$ cat config.mk
export PLATFORM = sky130hd
export DESIGN_NAME = aib_adapt_cmn_pulse_shrink_flat
export DESIGN_NICKNAME = d
export VERILOG_FILES = /design/src/rtl/aib_adapt_cmn_pulse_shrink_if.sv /design/src/rtl/aib_adapt_cmn_pulse_shrink.sv /design/src/flat_wrapper.sv
export SDC_FILE = /design/constraint.sdc
export NUM_CORES = 1
export LEC_CHECK = 0
export ABC_AREA = 1
export CAP_MARGIN = 20
export CORE_ASPECT_RATIO = 1.75
export CORE_MARGIN = 2
export CORE_UTILIZATION = 35
export CTS_BUF_LIST = sky130_fd_sc_hd__clkbuf_8
export DETAILED_ROUTE_END_ITERATION = 7
export PLACE_DENSITY = 0.57
export SYNTH_ARGS = -nofsm -noshare
export SYNTH_HDL_FRONTEND = slang
export SYNTH_SLANG_ARGS = --single-unit
$ cat constraint.sdc
create_clock -name clk -period 2.1 [get_ports clk]
set_input_delay 0.315 -clock clk [delete_from_list [all_inputs] [get_ports clk]]
set_output_delay 0.315 -clock clk [all_outputs]
set_load 0.02 [all_outputs]
$ cat src/rtl/aib_adapt_cmn_pulse_shrink_if.sv
// Event/status bundle between a pulse-shrink block and its consumer.
// master drives qualification inputs; slave is the shrinker itself.
interface aib_adapt_cmn_pulse_shrink_if #(
  parameter int CNT_WIDTH = 8
);
  logic [2:0]           min_width;
  logic                 data_in;
  logic                 err_clr;
  logic                 pulse_out;
  logic [CNT_WIDTH-1:0] evt_cnt;
  logic                 err_short;
  logic                 err_stuck;

  modport master (
    output min_width, data_in, err_clr,
    input  pulse_out, evt_cnt, err_short, err_stuck
  );

  modport slave (
    input  min_width, data_in, err_clr,
    output pulse_out, evt_cnt, err_short, err_stuck
  );
endinterface

$ cat src/rtl/aib_adapt_cmn_pulse_shrink.sv
// Turns a stretched, synchronised level back into one-cycle events, qualifying
// each high run against min_width+1 and flagging short or stuck runs.
module aib_adapt_cmn_pulse_shrink #(
  parameter int MAX_HIGH  = 16,
  parameter int CNT_WIDTH = 8
) (
  input logic clk,
  input logic rst_n,
  aib_adapt_cmn_pulse_shrink_if.slave bus
);
  localparam int RUN_W = $clog2(MAX_HIGH + 1);
  localparam logic [RUN_W-1:0] RUN_MAX  = RUN_W'(MAX_HIGH);
  localparam logic [RUN_W-1:0] RUN_LAST = RUN_W'(MAX_HIGH - 1);

  typedef enum logic [1:0] {
    WAIT_LOW = 2'd0,
    IDLE     = 2'd1,
    QUAL     = 2'd2,
    HOLD     = 2'd3
  } state_t;

  state_t               state_r;
  logic [RUN_W-1:0]     run_r;
  logic                 pulse_r;
  logic [CNT_WIDTH-1:0] cnt_r;
  logic                 err_short_r;
  logic                 err_stuck_r;
  logic [RUN_W-1:0]     run_inc_s;
  logic [RUN_W-1:0]     qual_len_s;

  // Saturating run increment and the current qualify length.
  always_comb begin
    qual_len_s = RUN_W'(bus.min_width) + RUN_W'(1);
    if (run_r == RUN_MAX) begin
      run_inc_s = run_r;
    end else begin
      run_inc_s = run_r + RUN_W'(1);
    end
  end

  // Qualification FSM with registered strobe, event counter and sticky flags.
  always_ff @(posedge clk or negedge rst_n) begin
    if (!rst_n) begin
      state_r     <= WAIT_LOW;
      run_r       <= '0;
      pulse_r     <= 1'b0;
      cnt_r       <= '0;
      err_short_r <= 1'b0;
      err_stuck_r <= 1'b0;
    end else begin
      pulse_r <= 1'b0;
      // Clear first so a set condition later in this block wins.
      if (bus.err_clr) begin
        err_short_r <= 1'b0;
        err_stuck_r <= 1'b0;
      end
      case (state_r)
        WAIT_LOW: begin
          run_r <= '0;
          if (!bus.data_in) begin
            state_r <= IDLE;
          end
        end
        IDLE: begin
          if (bus.data_in) begin
            run_r <= RUN_W'(1);
            if (bus.min_width == 3'd0) begin
              state_r <= HOLD;
              pulse_r <= 1'b1;
              cnt_r   <= cnt_r + CNT_WIDTH'(1);
            end else begin
              state_r <= QUAL;
            end
          end
        end
        QUAL: begin
          if (bus.data_in) begin
            run_r <= run_inc_s;
            if (run_inc_s >= qual_len_s) begin
              state_r <= HOLD;
              pulse_r <= 1'b1;
              cnt_r   <= cnt_r + CNT_WIDTH'(1);
            end
          end else begin
            err_short_r <= 1'b1;
            run_r       <= '0;
            state_r     <= IDLE;
          end
        end
        HOLD: begin
          if (bus.data_in) begin
            run_r <= run_inc_s;
            if (run_r == RUN_LAST) begin
              err_stuck_r <= 1'b1;
            end
          end else begin
            run_r   <= '0;
            state_r <= IDLE;
          end
        end
        default: begin
          state_r <= WAIT_LOW;
          run_r   <= '0;
        end
      endcase
    end
  end

  assign bus.pulse_out = pulse_r;
  assign bus.evt_cnt   = cnt_r;
  assign bus.err_short = err_short_r;
  assign bus.err_stuck = err_stuck_r;
endmodule
$ cat src/flat_wrapper.sv
// flat-port wrapper written by rule: the top's interface ports become plain ports
module aib_adapt_cmn_pulse_shrink_flat 
#(
  parameter int MAX_HIGH  = 16,
  parameter int CNT_WIDTH = 8
)
  (clk, rst_n, bus_min_width, bus_data_in, bus_err_clr, bus_pulse_out, bus_evt_cnt, bus_err_short, bus_err_stuck);
  aib_adapt_cmn_pulse_shrink_if #(.CNT_WIDTH(CNT_WIDTH)) bus_i ();
  input logic clk;
  input logic rst_n;
  input wire logic [$bits(bus_i.min_width)-1:0] bus_min_width;
  input wire logic [$bits(bus_i.data_in)-1:0] bus_data_in;
  input wire logic [$bits(bus_i.err_clr)-1:0] bus_err_clr;
  output wire logic [$bits(bus_i.pulse_out)-1:0] bus_pulse_out;
  output wire logic [$bits(bus_i.evt_cnt)-1:0] bus_evt_cnt;
  output wire logic [$bits(bus_i.err_short)-1:0] bus_err_short;
  output wire logic [$bits(bus_i.err_stuck)-1:0] bus_err_stuck;
  assign bus_i.min_width = bus_min_width;
  assign bus_i.data_in = bus_data_in;
  assign bus_i.err_clr = bus_err_clr;
  assign bus_pulse_out = bus_i.pulse_out;
  assign bus_evt_cnt = bus_i.evt_cnt;
  assign bus_err_short = bus_i.err_short;
  assign bus_err_stuck = bus_i.err_stuck;
  aib_adapt_cmn_pulse_shrink #(.MAX_HIGH(MAX_HIGH), .CNT_WIDTH(CNT_WIDTH)) u_core (.clk(clk), .rst_n(rst_n), .bus(bus_i));
endmodule
==> results of run 1 <==
## synthesized netlist by cell type
library cell                n
sky130_fd_sc_hd__nor2_1     7
sky130_fd_sc_hd__a32o_1     1
sky130_fd_sc_hd__inv_2      1
sky130_fd_sc_hd__inv_1     26
sky130_fd_sc_hd__nor3_1     1
sky130_fd_sc_hd__a21oi_1    1
sky130_fd_sc_hd__nand2_2    1
sky130_fd_sc_hd__nor2_2     1
sky130_fd_sc_hd__or2_1      1
sky130_fd_sc_hd__o21ai_0    1
sky130_fd_sc_hd__a211oi_2   1
sky130_fd_sc_hd__o21ai_2    2
sky130_fd_sc_hd__nand2_1   45
sky130_fd_sc_hd__ha_1      15
sky130_fd_sc_hd__o211ai_1   1
sky130_fd_sc_hd__nand4_1    2
sky130_fd_sc_hd__buf_6      1
sky130_fd_sc_hd__dfrtp_1   18
sky130_fd_sc_hd__nand3_1    7
sky130_fd_sc_hd__xor2_1     3
sky130_fd_sc_hd__xnor2_1    6
sky130_fd_sc_hd__or2_2      2
sky130_fd_sc_hd__o221ai_1   1
sky130_fd_sc_hd__o22ai_1    4
## metal layers
layer	up-vias	wire, um
met1	460	916
met2	19	1520
li1	533	-
met4	0	54
met3	4	71
met5	-	0
## worst max path at each step
stage          cells after the start  slack [ns]                                end
2_1_floorplan                     17        0.12  u_core.bus.evt_cnt[2]$_DFFE_PN0P_
3_3_place_gp                      15       -0.12  u_core.bus.evt_cnt[4]$_DFFE_PN0P_
3_5_place_dp                      15       -0.18  u_core.bus.evt_cnt[1]$_DFFE_PN0P_
4_1_cts                           17        0.02  u_core.bus.evt_cnt[1]$_DFFE_PN0P_
5_1_grt                           17       -0.14  u_core.bus.evt_cnt[0]$_DFFE_PN0P_
6_report                          14        0.03  u_core.bus.evt_cnt[2]$_DFFE_PN0P_
## cell families (layout without fill, tap and decap cells)
family,count (synthesis),in the layout
xor gates and xnor gates,9,9
buffers and inverters,28,62
and+or+nand+nor,67,67
DFF,18,18
AOI/OAI and AO/OA,12,12
adders and majority gates,15,15
## cell type report
cell class	instances	share of cell area
clock buffer	4	0.0342
sequential	18	0.280
inverter	27	0.0629
timing repair buffer	31	0.176
multi-input combinational	103	0.413
tap	45	0.0350
## sequential cells by signal, summed over array words and instances (netlist names)
register              count
u_core.bus.err_short      1
u_core.run_r              5
u_core.state_r            2
u_core.bus.pulse_out      1
u_core.bus.err_stuck      1
u_core.bus.evt_cnt        8
## worst max-delay path: cells and delay by family (launching register included)
| kind | cells | cell delay [ns] |
|---|---|---|
| adders and majority gates | 1 | 0.19 |
| buffers and inverters | 4 | 0.33 |
| AOI/OAI and AO/OA | 1 | 0.06 |
| DFF | 1 | 0.37 |
| and+or+nand+nor | 8 | 1.05 |
## stage by stage
stage / TNS, ns / util
3_5_place_dp: -1.63 / 0.450
2_1_floorplan: 0 / -
5_1_grt: -1.30 / 0.484
6_report: 0 / 0.484
4_1_cts: 0 / 0.470
3_3_place_gp: -1.03 / 0.450
## repair_timing
item / CTS / global route
gates resized for setup: 3 / 11
buffers inserted: 1 / 2
pin swaps: 2 / 2
setup endpoints to repair: 1 / 11
## power breakdown
| part | switching (W) | internal (W) | total, W |
|---|---|---|---|
| registers | 0.000113 | 0.000442 | 0.000555 |
| clock network | 0.000111 | 0.000166 | 0.000277 |
| logic | 0.000638 | 0.000537 | 0.00117 |
| total | 0.000862 | 0.00115 | 0.00201 |
## layout by cell type (no fill, tap or decap), types with 2 or more instances in the layout
cell type / count
sky130_fd_sc_hd__clkdlybuf4s50_1: 17
sky130_fd_sc_hd__inv_2: 4
sky130_fd_sc_hd__nand3_1: 7
sky130_fd_sc_hd__or2_2: 2
sky130_fd_sc_hd__nor2_1: 7
sky130_fd_sc_hd__o21ai_2: 2
sky130_fd_sc_hd__xnor2_1: 6
sky130_fd_sc_hd__dfrtp_1: 18
sky130_fd_sc_hd__ha_1: 15
sky130_fd_sc_hd__clkbuf_8: 4
sky130_fd_sc_hd__xor2_1: 3
sky130_fd_sc_hd__buf_6: 2
sky130_fd_sc_hd__nand2_4: 2
sky130_fd_sc_hd__o22ai_1: 4
sky130_fd_sc_hd__inv_1: 23
sky130_fd_sc_hd__buf_4: 12
sky130_fd_sc_hd__nand2_2: 6
sky130_fd_sc_hd__nand2_1: 38
sky130_fd_sc_hd__nand4_1: 2
==> run summary, run 1 <==
The flow ran to the end, and the final reports show no timing, DRC or antenna violations. After technology mapping, the gate count stands at 149. For the final HPWL from detailed placement, the log shows 2090 um. In this design, the stage delay of the slowest critical-path cell is 0.37 ns. Measured along the y axis, the die boundary spans 81.5 um.

During synthesis, Yosys emitted a total of 0 warnings. When the netlist entered floorplanning its net count stood at 171. The area growth from synthesis to layout was 34.2%.

The max-capacitance violation count was 0. The final route contains 1016 vias. At the later pin of the worst-skew pair, clock insertion delay measures 0.25 ns. The clock period could shrink to 2.07 ns. The top-area cell type share of the netlist area came out at 0.375. Clock tree synthesis inserted a total of 3 buffers. The die area is 3930 um^2, and the total DRC errors in the routed layout is 0. STA classifies the critical path endpoint as a flop.

For this design the ratio of total power to cell area is 1250 nW/um^2. The first global-routing pass estimated 4240 um of wire. The worst-case clock buffer depth is 2, and the arithmetic-cell share of the synthesized area counting full adders, half adders and majority gates is 0.156. Timing would allow up to 0.483 GHz. The initial standard-cell utilization of the core is 0.361.

The violation count after the first detailed-route iteration is 15. The share of the synthesized netlist area taken by xor and xnor gates is 0.0657. Sorting the synthesized cells by area gives the leading types as sky130_fd_sc_hd__dfrtp_1, sky130_fd_sc_hd__ha_1, sky130_fd_sc_hd__nand2_1, sky130_fd_sc_hd__inv_1, sky130_fd_sc_hd__xnor2_1. Remaining antenna violation count after routing: 0. The largest family of logic cells by synthesized area is simple AND/OR/NAND/NOR gates. The tools report the deepest level of the CTS H-tree as 1. The class of the tightest hold or removal check was input port to asynchronous set/reset pin. The count of filler cells inserted in the layout came out at 344.

The synthesis-stage register bit count is 18. The cell with the biggest individual delay on the critical path is sky130_fd_sc_hd__dfrtp_1. After clock tree synthesis, the clock-pin slew on the worst setup and hold paths is 0.07 ns.

The tools report the worst slack at placement as -0.184 ns. STA classifies the critical path startpoint as a flop. The cts-stage hold buffer count was 0; the area of the multi-input gates was 664 um^2. The port buffer count is 17. The fraction of the mapped netlist area in simple logic gates came out at 0.233.

The data arrival at the endpoint of the critical path came out at 2.25 ns. In this run the critical register-to-register path is launched from u_core.run_r[1]$_DFFE_PN0P_. The most utilized layer in the global route result was met2. Measured along the x axis, the die boundary spans 48.3 um. The tools report the initial antenna violation count as 0. The global routing met2 resource utilization was 0.297; the number of search-and-repair iterations in the first detailed-routing pass was 3.

Total global routing overflow: 0. The transition time at the pin with the least slew margin works out to 0.445 ns. The detailed-route vias per instance came out at 4.46.

The repair_antennas step left the layout with diodes totalling 0. The met3 global-route usage came out at 0.0198. The tree is rooted in a sky130_fd_sc_hd__clkbuf_8. The analysis attributes to cell leakage a power of 0.834 nW. The cell area after placement came out at 1500 um^2. The area fraction in compound gates after synthesis came out at 0.0761.

The multiplexer share of the synthesized area was 0. The global routing usage summed across all routing layers is 0.151. The logs give 0.702 for the relative slew slack and 19 for the largest net degree at the start of global routing. The cell area that synthesis handed to floorplanning was 1200 um^2.

In this run the worst setup path begins at u_core.run_r[1]$_DFFE_PN0P_. The worst-case setup margin in the final layout was 0.0305 ns. Summing internal, switching and leakage power gives 0.00201 W.

Fraction of final layout cells with drive strength greater than 1: 0.197. The portion of the clock cycle consumed by the worst path in the final layout is 0.985. At the worst endpoint, the required time is 2.28 ns.

The critical path goes through inv_2 > buf_4 > nor3_1 > nand2_1 > nand2_1 > inv_1 > ha_1 > or2_1 > nor2_1 > nand2_2 > nand2_4 > buf_6 > nand2_2 > o21ai_2. The finished cells cover 1610 um^2. The tools report the wire length after detailed routing as 2560 um. The global routing usage on met1 was 0.134; the sequential cell area fraction in the yosys report was 0.375.

Setup repair after global routing could not meet its margin everywhere. Each instance of the synthesized netlist takes up on average 8.05 um^2. The tools report the final number of max-transition violations as 0. TritonCTS built the clock tree. The worst reg-to-reg setup slack is 0.03 ns. The cell depth of the worst flop-to-flop path was 14; the top-level port count was 18.

At the end of the flow, the number of nets in the layout was 206. The tools report the site row count as 28. The peak fanout along the critical path came out at 6. The worst supply voltage drop on vdd is 593 uV. Summing all flip-flop and latch instances after layout gives 450 um^2. The count of final hold-check violations is 0. In this run the critical register-to-register path is captured at u_core.bus.evt_cnt[2]$_DFFE_PN0P_. Largest area contributor in the netlist: sky130_fd_sc_hd__dfrtp_1. The number of different library cells used by synthesis comes to 24. The area of the core is 3330 um^2. The run gives 0.397 ns as the final-layout worst hold slack. In this run, placement finished with an instance count of 221. The tools report the total setup violations reported at the end of the flow as 0. The final RePlAce weighted congestion was 0.808; the routed wirelength normalized by instance count was 11.2 um. The number of global-route vias before repair was 1064; the worst setup skew after layout was 0.00339 ns. The type of the worst setup path was flop to flop. The number of clock sinks was 18; the final cell count without fillers was 228.
No activity file was read; power rests on OpenSTA's default activity.
==> run 2, diff against run 1 <==
--- a/config.mk
+++ b/config.mk
@@ -8,7 +8,6 @@
 export ABC_AREA = 1
 export CAP_MARGIN = 20
 export CORE_ASPECT_RATIO = 1.75
-export CORE_MARGIN = 2
 export CORE_UTILIZATION = 35
 export CTS_BUF_LIST = sky130_fd_sc_hd__clkbuf_8
 export DETAILED_ROUTE_END_ITERATION = 7
==> run summary, run 2 (synthesized netlist as in run 1, its figures left out) <==
The first detailed-routing pass took 4 iterations. The category of the worst setup path capture point is a flop. The run gives 0.00656 ns as the worst setup skew after layout. In the layout the commonest cells are sky130_fd_sc_hd__nand2_1, sky130_fd_sc_hd__inv_1, sky130_fd_sc_hd__dfrtp_1. From bottom edge to top edge, the die measures 79.5 um.

The deepest level of the CTS H-tree was 1; the diode insertion count for antenna repair was 0. The initial antenna violation count came out at 0. The detailed route wirelength on metal2 came out at 1550 um. The logs give 205 for the net total in the final layout and 3680 um^2 for the die area. Before CTS, the worst setup slack after placement is -0.168 ns.

The top routing layer in use was met4. Across the VDD grid, the largest voltage drop is 476 uV. The completed layout was analyzed and its total power is 0.00204 W.

Setup repair after global routing could not meet its margin everywhere. The worst-case setup margin in the final layout is -0.00972 ns, and the violation count after the first detailed-route iteration is 31. At the worst endpoint, the arrival time is 2.25 ns. For the worst setup path, the data required time is 2.24 ns. The cts-stage hold buffer count is 0, and the global routing usage summed across all routing layers is 0.156.

For the max-capacitance violation count, the log shows 0. The run gives 0.000891 W as the reported net switching power. For this design the ratio of total power to cell area is 1250 nW/um^2. The final cell count without fillers came out at 225. The logs give 0.870 for the final RePlAce weighted congestion and 1001 for the number of global-route vias before repair. From synthesis to final layout, the design area changed by 35.9%. TritonCTS built the clock tree. The relative slew slack is 0.725. After detailed placement, the design holds a cell count of 216.

For the sequential cell fraction of total power, the log shows 0.269. After detailed routing, the average wire length per cell comes to 11.6 um. Cell chosen for the clock root: sky130_fd_sc_hd__clkbuf_8. For the total setup violations reported at the end of the flow, the log shows 3. The transition time at the pin with the least slew margin came out at 0.410 ns.

The leakage power was 0.839 nW; the global-route wire length before repair was 4140 um. The detail route stage leaves a number of antenna-violating nets equal to 0. The detailed-route vias per instance is 4.68, and the initial standard-cell utilization of the core is 0.374.

The core region is 3210 um^2. The number of buffers added by the clock tree synthesis step is 3, and the fraction of final layout cells with drive strength greater than 1 is 0.214. The logs give 0 for the final number of max-transition violations and 2 for the worst-case clock buffer depth. The final period demand of the worst path is 2.11 ns, and the site row count is 27. The tools report the total DRC errors in the routed layout as 0.

The count of vias placed by the detailed router was 1052; the wire length the detailed router placed on met1 was 974 um. The clock-pin transition on the worst setup and hold timing paths is 0.07 ns. The type of the worst setup path was flop to flop. Static timing analysis puts the maximum clock frequency at 0.474 GHz. The flow ran to the end, but the final reports show violations. For the core utilization of the finished layout, the log shows 0.508. The final HPWL from detailed placement was 2040 um; the port buffer count was 17. The clock power share was 0.139; the wire length after detailed routing was 2610 um.

The final-layout worst hold slack came out at 0.392 ns. The routed length on met3 is 62 um, and the combinational share of power is 0.592. The die is 46.3 um wide. Cell internal power was estimated by the tool at 0.00115 W. CTS saw 18 sinks. The class of the tightest hold or removal check was input port to asynchronous set/reset pin. The net switching share of the total power came out at 0.436. The flip-flop count of the largest register after layout is 8.

For this run the aggregate overflow at the end of global routing stands at 0. The portion of the clock cycle consumed by the worst path in the final layout came out at 1.00. The checks that failed: setup timing.

STA classifies the critical path startpoint as a flop. The peak fanout along the critical path is 6. For the count of final hold-check violations, the log shows 0. Clock latency on the worst-skew pair, taken at its later pin, is 0.25 ns.

The top-level port count is 18, and the largest net degree at the start of global routing is 19. The most common cell after layout, fill and taps aside was sky130_fd_sc_hd__nand2_1.
[run 2: cell types whose count changed in the layout (fill, tap and decap cells not counted)]
| cell | change |
|---|---|
| sky130_fd_sc_hd__buf_4 | -1 |
| sky130_fd_sc_hd__ha_1 | -1 |
| sky130_fd_sc_hd__ha_4 | +1 |
| sky130_fd_sc_hd__nand2_1 | -2 |
| sky130_fd_sc_hd__nand2_2 | +1 |
| sky130_fd_sc_hd__nand2_4 | +1 |
| sky130_fd_sc_hd__xor2_1 | -1 |
| sky130_fd_sc_hd__xor2_2 | +1 |
[run 2: worst paths after layout]
check / startpoint / endpoint / slack, ns / cells past startpoint
worst min register to register: u_core.bus.err_short$_DFF_PN0_ / u_core.bus.err_short$_DFF_PN0_ / 0.49 / 2
worst min-delay path: rst_n / u_core.bus.evt_cnt[1]$_DFFE_PN0P_ / 0.39 / 2
worst max register to register: u_core.run_r[0]$_DFFE_PN0P_ / u_core.bus.evt_cnt[2]$_DFFE_PN0P_ / -0.01 / 17
max in group asynchronous: rst_n / u_core.bus.err_short$_DFF_PN0_ / 1.50 / 2
min in group clk: u_core.bus.err_short$_DFF_PN0_ / u_core.bus.err_short$_DFF_PN0_ / 0.49 / 2
worst max-delay path: u_core.run_r[0]$_DFFE_PN0P_ / u_core.bus.evt_cnt[2]$_DFFE_PN0P_ / -0.01 / 17
[run 2: critical path, stage by stage, from the launching register on]
cell and delay, ns:
sky130_fd_sc_hd__dfrtp_1 0.39, sky130_fd_sc_hd__inv_2 0.09, sky130_fd_sc_hd__ha_4 0.12, sky130_fd_sc_hd__nand4_1 0.15
sky130_fd_sc_hd__xor2_2 0.20, sky130_fd_sc_hd__ha_1 0.28, sky130_fd_sc_hd__inv_1 0.03, sky130_fd_sc_hd__nand2_1 0.05
sky130_fd_sc_hd__nand2_1 0.05, sky130_fd_sc_hd__nand2_1 0.06, sky130_fd_sc_hd__nand2_1 0.04, sky130_fd_sc_hd__nand2_1 0.05
sky130_fd_sc_hd__nand2_1 0.05, sky130_fd_sc_hd__nand2_2 0.10, sky130_fd_sc_hd__nand2_4 0.08, sky130_fd_sc_hd__buf_6 0.14
sky130_fd_sc_hd__nand2_2 0.05, sky130_fd_sc_hd__o21ai_2 0.05
[run 2: what timing repair did]
| action | 4_1_cts | 5_1_grt |
|---|---|---|
| buffers inserted | 2 | 3 |
| gates resized for setup | 4 | 16 |
| pin swaps | 2 | 6 |
| endpoints found under the setup margin | 8 | 11 |
[run 2: power groups by stage]
stage | Combinational, W | Sequential (W) | Clock [W]
floorplan | 0.000621 | 0.000594 | 0
global placement | 0.000973 | 0.000550 | 0
detailed placement | 0.000992 | 0.000551 | 0
CTS | 0.00104 | 0.000548 | 0.000291
global route | 0.00135 | 0.000563 | 0.000305
finish | 0.00121 | 0.000551 | 0.000284
[run 2: area by class of cell]
cell class	count	area [um^2]
Clock buffer	4	55.1
Fill cell	321	1580
Inverter	27	101
Multi-Input combinational cell	103	694
Sequential cell	18	450
Tap cell	43	53.8
Timing Repair Buffer	30	275
[run 2: metal layers]
metal  up-vias  GRT usage
met5         -          0
met4         0     0.0735
met3         2     0.0136
met2        23      0.304
met1       495      0.149
li1        532          -
[run 2: metrics by stage]
step / cell area (um^2) / setup TNS, ns
floorplan: 1200 / 0
global placement: 1470 / -0.941
detailed placement: 1470 / -1.53
CTS: 1550 / 0
global route: 1630 / -1.78
finish: 1630 / -0.0188
==> run 3, diff against run 2 <==
--- a/config.mk
+++ b/config.mk
@@ -8,10 +8,12 @@
 export ABC_AREA = 1
 export CAP_MARGIN = 20
 export CORE_ASPECT_RATIO = 1.75
+export CORE_MARGIN = 10
 export CORE_UTILIZATION = 35
 export CTS_BUF_LIST = sky130_fd_sc_hd__clkbuf_8
 export DETAILED_ROUTE_END_ITERATION = 7
 export PLACE_DENSITY = 0.57
+export REMOVE_ABC_BUFFERS = 1
 export SYNTH_ARGS = -nofsm -noshare
 export SYNTH_HDL_FRONTEND = slang
 export SYNTH_SLANG_ARGS = --single-unit
==> run summary, run 3 (synthesized netlist as in run 1, its figures left out) <==
The cell area after layout came out at 1550 um^2. Combinational share of power: 0.578. The clock drives 18 sinks. The deepest level of the CTS H-tree was 1; the routed wirelength normalized by instance count was 11.6 um. Portion of the clock cycle consumed by the worst path in the final layout: 0.969. Setup repair after global routing could not meet its margin everywhere. The net total in the final layout came out at 202. The cell sitting at the root of the clock tree is a sky130_fd_sc_hd__clkbuf_8. No sink is reached through more buffers than the 2 on the longest clock path. Across the routed clock network, the largest skew measured is 0.00410 ns. The global routing usage summed across all routing layers was 0.0902.

The area growth from synthesis to layout works out to 29.2%. The number of antenna diodes in the final layout is 0. The tools report the final number of max-transition violations as 0. The most common cell after layout, fill and taps aside is sky130_fd_sc_hd__nand2_1. The global routing met2 resource utilization was 0.171.

The run gives 1040 as the count of vias placed by the detailed router. The reported net switching power was 0.000808 W. The final HPWL from detailed placement is 2170 um, and the violation count after the first detailed-route iteration is 23.

The run finished with clean final reports. The number of global-route vias before repair was 1128. At the later pin of the worst-skew pair, clock insertion delay measures 0.24 ns. The global routing stage identified its most utilized layer as met2. The floorplan step set the die width to 64.3 um.

The detailed-route vias per instance was 4.66. The tightest min-delay check is of the input port to asynchronous set/reset pin type. The tools report the total global routing overflow as 0.

Across the VDD grid, the largest voltage drop is 422 uV. The layout has 341 filler cells. In this run the static leakage power is 0.804 nW.

Internal power comes to 0.00103 W. In the layout the commonest cells are sky130_fd_sc_hd__nand2_1, sky130_fd_sc_hd__inv_1, sky130_fd_sc_hd__dfrtp_1. Before antenna repair, the detailed router went through 2 iterations.

For the pin with the worst max-slew slack, the measured transition is 0.424 ns. The worst setup path is captured at a flop. The peak fanout along the critical path is 4. The clock power share was 0.123; the largest net degree at the start of global routing was 19. The maximum achievable frequency came out at 0.492 GHz.

The run gives 0.466 as the core utilization of the finished layout. The run gives 652 um^2 as the area of the multi-input gates. The count of final hold-check violations is 0, and the global routing usage on met1 is 0.0795. The first global-routing pass estimated 4660 um of wire.

In this run, CTS created clock tree buffers numbering 3. STA puts the critical path data arrival time at 2.16 ns. The relative slew slack was 0.716; the required time at the endpoint of the critical path was 2.23 ns. The worst setup path is launched from a flop. The cell area power density is 1190 nW/um^2. The critical path is of the flop to flop type. The logs give 0.0173 for the met3 global-route usage and 0 for the total DRC errors in the routed layout. Clock-pin transition on the worst setup and hold timing paths: 0.06 ns.

The die area was 6260 um^2. The initial antenna violation count is 0, and the final-layout setup total negative slack is 0 ns. The total area inside the core boundary comes to 3330 um^2. The wire length after detailed routing is 2580 um.

The site row count came out at 28. Setup violations remaining at the end of the flow were counted as 0. The worst reg-to-reg setup slack is 0.07 ns, and the max-capacitance violation count is 0. TritonCTS built the clock tree. The cell area after placement is 1480 um^2, and the port buffer count is 17.

The area occupied by registers came out at 450 um^2. The sequential cell fraction of total power was 0.299; the net switching share of the total power was 0.439. The final period demand of the worst path works out to 2.03 ns.

Routability-driven placement finished with a final weighted congestion of 0.829. The initial standard-cell utilization of the core is 0.361, and the remaining antenna violation count after routing is 0. The fraction of final layout cells with drive strength greater than 1 is 0.157. The register with the most flip-flops in the layout has 8 of them. The cts-stage hold buffer count was 0; the top-level port count was 18.

The floorplan step set the die height to 97.5 um.
-- run 3: area by class of cell --
cell class	count	share of cell area
repair buffers	27	0.161
flip-flops and latches	18	0.291
well taps	45	0.0363
inverters	27	0.0654
multi-input cells	103	0.420
clock buffers	3	0.0266
-- run 3: per-layer routing --
metal	routed length, um	vias up
met5	0	-
met3	113	4
met1	920	494
li1	-	524
met2	1470	18
met4	71	0
-- run 3: final timing paths --
check	cells past startpoint	from	endpoint
max in group asynchronous	2	rst_n	u_core.state_r[0]$_DFFE_PN0P_
min in group clk	2	u_core.bus.err_short$_DFF_PN0_	u_core.bus.err_short$_DFF_PN0_
setup reg to reg	17	u_core.run_r[1]$_DFFE_PN0P_	u_core.bus.evt_cnt[5]$_DFFE_PN0P_
hold / removal	2	rst_n	u_core.bus.evt_cnt[4]$_DFFE_PN0P_
setup / recovery	17	u_core.run_r[1]$_DFFE_PN0P_	u_core.bus.evt_cnt[5]$_DFFE_PN0P_
hold reg to reg	2	u_core.bus.err_short$_DFF_PN0_	u_core.bus.err_short$_DFF_PN0_
-- run 3: power groups by stage --
stage,Combinational (W),Clock (W),Sequential [W]
2_1_floorplan,0.000582,0,0.000594
3_3_place_gp,0.000976,0,0.000550
3_5_place_dp,0.000994,0,0.000552
4_1_cts,0.00101,0.000239,0.000547
5_1_grt,0.00121,0.000251,0.000564
6_report,0.00106,0.000226,0.000550
-- run 3: stage by stage --
step | hold slack (ns) | worst slack (ns) | cells | power [W]
floorplan | 0.0194 | -0.0636 | 148 | 0.00118
detailed placement | 0.486 | -0.149 | 219 | 0.00155
global route | 0.426 | -0.143 | 223 | 0.00202
global placement | 0.477 | -0.0831 | 219 | 0.00153
CTS | 0.401 | -0.00219 | 222 | 0.00180
finish | 0.399 | 0.0659 | 223 | 0.00184
-- run 3: timing repair --
action                                 4_1_cts  5_1_grt
pin swaps                                    1        2
setup buffers                                0        1
endpoints found under the hold margin        0        0
setup endpoints to repair                    4       11
gates resized for setup                      3        6
-- run 3: worst max-delay path, cell delays in order, from the launching register on --
cell and delay (ns):
sky130_fd_sc_hd__dfrtp_1 0.39, sky130_fd_sc_hd__inv_2 0.07, sky130_fd_sc_hd__ha_1 0.13, sky130_fd_sc_hd__nand4_1 0.12, sky130_fd_sc_hd__xor2_1 0.18, sky130_fd_sc_hd__ha_1 0.28, sky130_fd_sc_hd__inv_1 0.04, sky130_fd_sc_hd__nand2_1 0.04
sky130_fd_sc_hd__nand2_1 0.04, sky130_fd_sc_hd__nand2_1 0.05, sky130_fd_sc_hd__nand2_1 0.04, sky130_fd_sc_hd__nand2_1 0.05, sky130_fd_sc_hd__nand2_1 0.05, sky130_fd_sc_hd__nand2_2 0.09, sky130_fd_sc_hd__nand2_4 0.07, sky130_fd_sc_hd__buf_4 0.16
sky130_fd_sc_hd__nand2_2 0.05, sky130_fd_sc_hd__o21ai_2 0.04
